## src/rtl/uart_imem_loader_pkg.sv

```systemverilog
// Shared types and helpers for the UART instruction-memory boot loader.
// L_CHK exists only when UART_IMEM_LOADER_CHECKSUM_EN is defined.
package uart_imem_loader_pkg;

    typedef enum logic [1:0] {
        RxIdle,
        RxStart,
        RxData,
        RxStop
    } rx_state_t;

    typedef enum logic [2:0] {
        LLenLo,
        LLenHi,
        LData,
        LRun
`ifdef UART_IMEM_LOADER_CHECKSUM_EN
        ,
        LChk
`endif
    } loader_state_t;

    function automatic int unsigned clks_per_bit(input int unsigned freq,
                                                 input int unsigned baud);
        return freq / baud;
    endfunction

endpackage

```

## src/rtl/uart_imem_loader_rx.sv

```systemverilog
// 8N1 UART receiver: 2-FF synchronizer, start-bit qualification at mid-bit,
// one-cycle byte_valid on a good stop bit and one-cycle frame_err on a bad one.
module uart_rx
    import uart_imem_loader_pkg::*;
#(
    parameter int unsigned CLKS_PER_BIT = 10
) (
    input  logic       i_clk,
    input  logic       i_rst,
    input  logic       i_rx,
    output logic [7:0] o_byte,
    output logic       o_byte_valid,
    output logic       o_frame_err
);

    localparam int unsigned CNT_W = $clog2(CLKS_PER_BIT);
    localparam logic [CNT_W-1:0] HALF_M1 = CNT_W'(CLKS_PER_BIT / 2 - 1);
    localparam logic [CNT_W-1:0] FULL_M1 = CNT_W'(CLKS_PER_BIT - 1);

    logic             r_sync1;
    logic             r_sync2;
    logic             r_prev;
    rx_state_t        r_state;
    rx_state_t        w_next;
    logic [CNT_W-1:0] r_cnt;
    logic [2:0]       r_bit_idx;
    logic [7:0]       r_shift;
    logic             w_fall;
    logic             w_tick;

    assign w_fall = r_prev & ~r_sync2;
    // Start bit is checked half a bit in; every later sample is a full bit apart.
    assign w_tick = (r_state == RxStart) ? (r_cnt == HALF_M1) : (r_cnt == FULL_M1);

    always_ff @(posedge i_clk or posedge i_rst) begin
        if (i_rst) begin
            r_sync1 <= 1'b1;
            r_sync2 <= 1'b1;
            r_prev  <= 1'b1;
        end else begin
            r_sync1 <= i_rx;
            r_sync2 <= r_sync1;
            r_prev  <= r_sync2;
        end
    end

    always_ff @(posedge i_clk or posedge i_rst) begin
        if (i_rst) begin
            r_state <= RxIdle;
        end else begin
            r_state <= w_next;
        end
    end

    always_comb begin
        w_next = r_state;
        case (r_state)
            RxIdle:  if (w_fall) w_next = RxStart;
            RxStart: if (w_tick) w_next = r_sync2 ? RxIdle : RxData;
            RxData:  if (w_tick && (r_bit_idx == 3'd7)) w_next = RxStop;
            RxStop:  if (w_tick) w_next = RxIdle;
            default: w_next = RxIdle;
        endcase
    end

    always_ff @(posedge i_clk or posedge i_rst) begin
        if (i_rst) begin
            r_cnt     <= '0;
            r_bit_idx <= '0;
            r_shift   <= '0;
        end else begin
            if ((r_state == RxIdle) || w_tick) begin
                r_cnt <= '0;
            end else begin
                r_cnt <= r_cnt + CNT_W'(1);
            end
            if (r_state == RxStart) begin
                r_bit_idx <= '0;
            end
            if ((r_state == RxData) && w_tick) begin
                r_shift   <= {r_sync2, r_shift[7:1]};
                r_bit_idx <= r_bit_idx + 3'd1;
            end
        end
    end

    always_comb begin
        o_byte       = r_shift;
        o_byte_valid = 1'b0;
        o_frame_err  = 1'b0;
        if ((r_state == RxStop) && w_tick) begin
            o_byte_valid = r_sync2;
            o_frame_err  = ~r_sync2;
        end
    end

endmodule

```

## src/rtl/uart_imem_loader.sv

```systemverilog
// Boot loader: length-prefixed UART image -> little-endian words -> imem, holding the core
// until the image completes. Define UART_IMEM_LOADER_CHECKSUM_EN for a trailing XOR byte.
module uart_imem_loader
    import uart_imem_loader_pkg::*;
#(
    parameter int unsigned CLK_FREQ_HZ = 50_000_000,
    parameter int unsigned BAUD        = 115200,
    parameter int unsigned IMEM_DEPTH  = 1024,
    localparam int unsigned ADDR_W     = $clog2(IMEM_DEPTH)
) (
    input  logic              clk,
    input  logic              rst,
    input  logic              rx,
    output logic              imem_we,
    output logic [ADDR_W-1:0] imem_addr,
    output logic [31:0]       imem_wdata,
    output logic              cpu_hold,
    output logic              load_done,
    output logic              err
);

    localparam int unsigned CLKS_PER_BIT = clks_per_bit(CLK_FREQ_HZ, BAUD);
    localparam logic [ADDR_W-1:0] ADDR_MAX = ADDR_W'(IMEM_DEPTH - 1);
    localparam logic [16:0] DEPTH_W = 17'(IMEM_DEPTH);

    logic [7:0]        w_byte;
    logic              w_byte_valid;
    logic              w_frame_err;

    loader_state_t     r_state;
    loader_state_t     w_next;
    logic [7:0]        r_len_lo;
    logic [15:0]       r_len;
    logic [15:0]       r_word_cnt;
    logic [1:0]        r_byte_cnt;
    logic [23:0]       r_shift;
    logic [ADDR_W-1:0] r_addr;
    logic              r_we;
    logic [31:0]       r_wdata;
    logic              r_hold;
    logic              r_fin;
    logic              r_done;
    logic              r_err;

    logic [31:0]       w_word;
    logic              w_take_len_lo;
    logic              w_len_zero;
    logic              w_word_end;
    logic              w_last_word;
    logic              w_finish;
    logic              w_reload;

    uart_rx #(
        .CLKS_PER_BIT(CLKS_PER_BIT)
    ) u_rx (
        .i_clk       (clk),
        .i_rst       (rst),
        .i_rx        (rx),
        .o_byte      (w_byte),
        .o_byte_valid(w_byte_valid),
        .o_frame_err (w_frame_err)
    );

    assign w_word        = {w_byte, r_shift};
    assign w_reload      = (r_state == LRun) && w_byte_valid;
    assign w_take_len_lo = w_byte_valid && ((r_state == LLenLo) || (r_state == LRun));
    assign w_len_zero    = (r_state == LLenHi) && w_byte_valid && ({w_byte, r_len_lo} == 16'd0);
    assign w_word_end    = (r_state == LData) && w_byte_valid && (r_byte_cnt == 2'd3);
    assign w_last_word   = w_word_end && (r_word_cnt == (r_len - 16'd1));

`ifdef UART_IMEM_LOADER_CHECKSUM_EN
    logic [7:0] r_chk;
    logic       w_chk_ok;
    logic       w_chk_bad;

    assign w_chk_ok  = (r_state == LChk) && w_byte_valid && (w_byte == r_chk);
    assign w_chk_bad = (r_state == LChk) && w_byte_valid && (w_byte != r_chk);
    assign w_finish  = w_chk_ok;

    always_ff @(posedge clk or posedge rst) begin
        if (rst) begin
            r_chk <= '0;
        end else if (w_take_len_lo) begin
            r_chk <= w_byte;
        end else if (w_byte_valid && ((r_state == LLenHi) || (r_state == LData))) begin
            r_chk <= r_chk ^ w_byte;
        end
    end
`else
    assign w_finish = w_last_word | w_len_zero;
`endif

    always_ff @(posedge clk or posedge rst) begin
        if (rst) begin
            r_state <= LLenLo;
        end else begin
            r_state <= w_next;
        end
    end

    always_comb begin
        w_next = r_state;
        case (r_state)
            LLenLo: if (w_byte_valid) w_next = LLenHi;
            LLenHi: begin
                if (w_byte_valid) begin
`ifdef UART_IMEM_LOADER_CHECKSUM_EN
                    w_next = w_len_zero ? LChk : LData;
`else
                    w_next = w_len_zero ? LRun : LData;
`endif
                end
            end
`ifdef UART_IMEM_LOADER_CHECKSUM_EN
            LData:  if (w_last_word) w_next = LChk;
            LChk:   if (w_byte_valid) w_next = w_chk_ok ? LRun : LLenLo;
`else
            LData:  if (w_last_word) w_next = LRun;
`endif
            LRun:   if (w_byte_valid) w_next = LLenHi;
            default: w_next = LLenLo;
        endcase
    end

    // Hold rises combinationally so the core stops in the very cycle a new image starts.
    always_comb begin
        imem_we    = r_we;
        imem_addr  = r_addr;
        imem_wdata = r_wdata;
        load_done  = r_done;
        err        = r_err;
        cpu_hold   = r_hold | w_reload;
    end

    always_ff @(posedge clk or posedge rst) begin
        if (rst) begin
            r_len_lo   <= '0;
            r_len      <= '0;
            r_word_cnt <= '0;
            r_byte_cnt <= '0;
            r_shift    <= '0;
            r_addr     <= '0;
            r_we       <= 1'b0;
            r_wdata    <= '0;
            r_hold     <= 1'b1;
            r_fin      <= 1'b0;
            r_done     <= 1'b0;
            r_err      <= 1'b0;
        end else begin
            r_we   <= 1'b0;
            r_fin  <= w_finish;
            r_done <= r_fin;
            if (r_fin) begin
                r_hold <= 1'b0;
            end
            if (w_reload) begin
                r_hold <= 1'b1;
            end
            if (w_frame_err) begin
                r_err <= 1'b1;
            end
`ifdef UART_IMEM_LOADER_CHECKSUM_EN
            if (w_chk_bad) begin
                r_err <= 1'b1;
            end
`endif
            // Address moves the cycle after the strobe and sticks at the top word.
            if (w_take_len_lo) begin
                r_len_lo <= w_byte;
                r_addr   <= '0;
            end else if (r_we && (r_addr != ADDR_MAX)) begin
                r_addr <= r_addr + ADDR_W'(1);
            end
            if ((r_state == LLenHi) && w_byte_valid) begin
                r_len      <= {w_byte, r_len_lo};
                r_word_cnt <= '0;
                r_byte_cnt <= '0;
            end
            if ((r_state == LData) && w_byte_valid) begin
                r_shift    <= {w_byte, r_shift[23:8]};
                r_byte_cnt <= r_byte_cnt + 2'd1;
            end
            if (w_word_end) begin
                r_wdata    <= w_word;
                r_we       <= ({1'b0, r_word_cnt} < DEPTH_W);
                r_word_cnt <= r_word_cnt + 16'd1;
            end
        end
    end

endmodule

```

## config.mk

```make
export PLATFORM = sky130hd
export DESIGN_NAME = uart_imem_loader
export DESIGN_NICKNAME = d
export VERILOG_FILES = /design/src/rtl/uart_imem_loader_pkg.sv /design/src/rtl/uart_imem_loader_rx.sv /design/src/rtl/uart_imem_loader.sv
export SDC_FILE = /design/constraint.sdc
export NUM_CORES = 1
export LEC_CHECK = 0
export CAP_MARGIN = 25
export CORE_MARGIN = 2
export CORE_UTILIZATION = 31
export DETAILED_ROUTE_END_ITERATION = 10
export HOLD_SLACK_MARGIN = 0.08
export MAX_ROUTING_LAYER = met4
export PLACE_DENSITY = 0.56
export SYNTH_ARGS = -nofsm -noshare
export SYNTH_HDL_FRONTEND = slang
export SYNTH_SLANG_ARGS = --single-unit
```

## constraint.sdc

```tcl
create_clock -name clk -period 10.9 [get_ports clk]
set_input_delay 1.09 -clock clk [delete_from_list [all_inputs] [get_ports clk]]
set_output_delay 1.09 -clock clk [all_outputs]
set_load 0.005 [all_outputs]
```

==> out/metrics.cfg <==
[synth]
synthesis.nets=654
yosys_register_bits=140
syn-cell-area_mm2=0.00648
syn_inst=641
synthArstFlopShare=1.00
synth_edf_count=0
ys_seq_area_frac=0.541
yosys_warnings=0
syn-mean-instance-area_um2=10.1
number_of_library_cell_types_mapped_by_synthesis=55
dominantRegCellSynth=dfrtp_1

[power_and_ir_drop]
leakage_nw=3.74
vdd.ir_drop.worst_v=0.000103
power-per-cell-area_mw_per_mm2=146

[outcome]
run_status=complete, no violations

[place]
port_buffers=48
placement.cell_area_mm2=0.00725
post-dp-hpwl_mm=9.07
gpl.final_weighted_congestion=0.808
placed_cells_incl_taps=940

[worst_hold_path]
hold_end=u_rx.r_sync2
worstHoldPathCells=0
min-delay-path-class=register to register
min-delay-start=u_rx.r_sync1

[sta]
grt_setup_unrepaired=false
hold_violations_final=0
layout_min_cycle_time_ns=3.72
slew_headroom=0.364
finClkSkew_ns=0.0158
final_max_slew_viol_count=0
final.period_utilization=0.341
worst_pin_slew_ns=0.950
maxClockFrequency_ghz=0.269
setup_total_negative_slack_ns=0
setup_violations=0

[cells_and_area]
layout.cells.most_common_list=nand2_1, dfrtp_1, clkdlybuf4s50_1
area.sequential_mm2=0.00351
final_cell_count_no_fill=972
multi_input_area_mm2=0.00283
fraction_of_final_layout_cells_with_drive_strength_greater_than_1=0.142
antenna-diode-count=0
stdcell_area_mm2=0.00783
layout_commonest_cell=nand2_1
layout.nets=702
num-fill-cells=2041
syn2layout_area_growth_pct=20.7

[cts]
cts_buffer_depth=2
cts_resized=0
cts-hold-fix-buffers=0
cts_sinks=140
worst_skew_pair.late_latency_ns=0.42
htree_num_levels=4
cts.reportedPaths.clkPinSlew_ns=0.06
postCtsSetupBuffers=0
cts_inserted_buffers=17
tritoncts=done
cts-root-buf=clkbuf_16

[detailed_routing]
antenna_left=0
drt_first_pass_iters=4
route.vias.total=4620
detail_route.wl_per_cell_um=14.1
post-route-drc-count=0
vias_per_inst=4.75
drt-initial-drc-count=271
routed_wirelength_mm=13.7

[global_route]
number_of_antenna_violations_at_the_first_check_in_global_routing=0
grt_use_total=0.137
gr-total-overflow=0
grt_pass1_vias=4666
grt_start_max_net_pins=73
global_route_wire_length_before_repair_mm=23.6

[die]
top_ports=49
die_x_um=149
initial_core_util=0.318
rows=52
die-area_mm2=0.0221
die_y_um=149
core_mm2=0.0204

[setup_path]
reg2reg_slack_ns=7.83
crit-reg2reg-capture=r_word_cnt[5]
critical_path.endpoint_type=primary output
crit_path_max_fanout=13
worstPathRequired_ns=9.81
cp.arrival_ns=2.63
critPathKind=register to primary output
crit_path_start_kind=register
worstRegToRegCells=8

[flow_run]
cap_viol_max_count=0

==> metal layers <==
metal	global-route usage	routed length, um	up-vias
met3	0.0322	512	9
li1	-	-	2277
met5	-	0	-
met4	0.0443	152	0
met1	0.189	7000	2250
met2	0.201	6080	84
==> registers in the layout, summed over array words and instances (netlist names), named ones only <==
register	flops
u_rx.r_sync2	1
r_state	2
r_len	16
r_word_cnt	16
r_hold	1
imem_addr	10
u_rx.r_prev	1
u_rx.r_state	1
r_fin	1
u_rx.o_byte	8
u_rx.r_bit_idx	3
u_rx.r_sync1	1
r_len_lo	8
imem_wdata	32
u_rx.r_cnt	9
r_byte_cnt	2
load_done	1
r_shift	24
err	1
imem_we	1
==> power breakdown <==
part | switching (mW) | leakage, nW | internal [mW]
Sequential | 0.0164 | 1.92 | 0.534
Clock | 0.230 | 0.271 | 0.323
Combinational | 0.0229 | 1.54 | 0.0165
Total | 0.270 | 3.74 | 0.873
==> stage by stage <==
stage	power (mW)	util	hold slack [ns]	setup WS [ns]
floorplan	0.588	-	0.345	6.06
finish	1.14	0.384	0.358	7.18
global route	1.19	0.384	0.364	7.05
CTS	1.16	0.384	0.358	7.14
global placement	0.599	0.355	0.347	7.54
detailed placement	0.600	0.356	0.349	7.60
==> worst max path at each step <==
stage	start	to	cells past startpoint
finish	register	cpu_hold	7
global route	register	cpu_hold	7
CTS	register	cpu_hold	7
detailed placement	register	cpu_hold	7
global placement	register	r_state[1]	8
floorplan	rst	async pin	1
==> worst max-delay path, cell delays in order (launching register included) <==
cell and delay, ns:
dfrtp_1 0.48, nand2b_1 0.21, or3_1 0.37, a211oi_1 0.26, buf_4 0.23, nand2_1 0.08, nand2_1 0.08, clkdlybuf4s50_1 0.50
==> cells in the mapped netlist, types with 7 or more instances <==
master    number  area, um2
dfrtp_1      136       3400
nand2_1      169        634
nand3_1       25        125
inv_1         13       48.8
mux2_2        41        462
clkbuf_1      16       60.1
xor2_1        18        158
nor4_1         8       50.1
nor2b_1        7       43.8
xnor2_1       17        149
nor2_1        36        135
ha_1          10        125
o21ai_0       34        170
nand3b_1       7       52.6
a21oi_1       11       55.1
==> final cells by class <==
type / instances / share of cell area
sequential: 140 / 0.448
multi-input combinational: 465 / 0.362
timing repair buffer: 52 / 0.0668
clock buffer: 18 / 0.0561
tap: 270 / 0.0432
clock inverter: 14 / 0.0171
inverter: 13 / 0.00687
==> cells by family (layout without fill, tap and decap cells) <==
group	Yosys count	after routing	share of synthesized area
muxes	44	44	0.0758
adders and majority gates	10	10	0.0193
AOI/OAI and AO/OA	69	69	0.0635
DFF	140	140	0.541
buffers and inverters	36	97	0.0230
xor gates and xnor gates	36	36	0.0498
and+or+nand+nor	306	306	0.228
(Power assumes the default switching activity.)
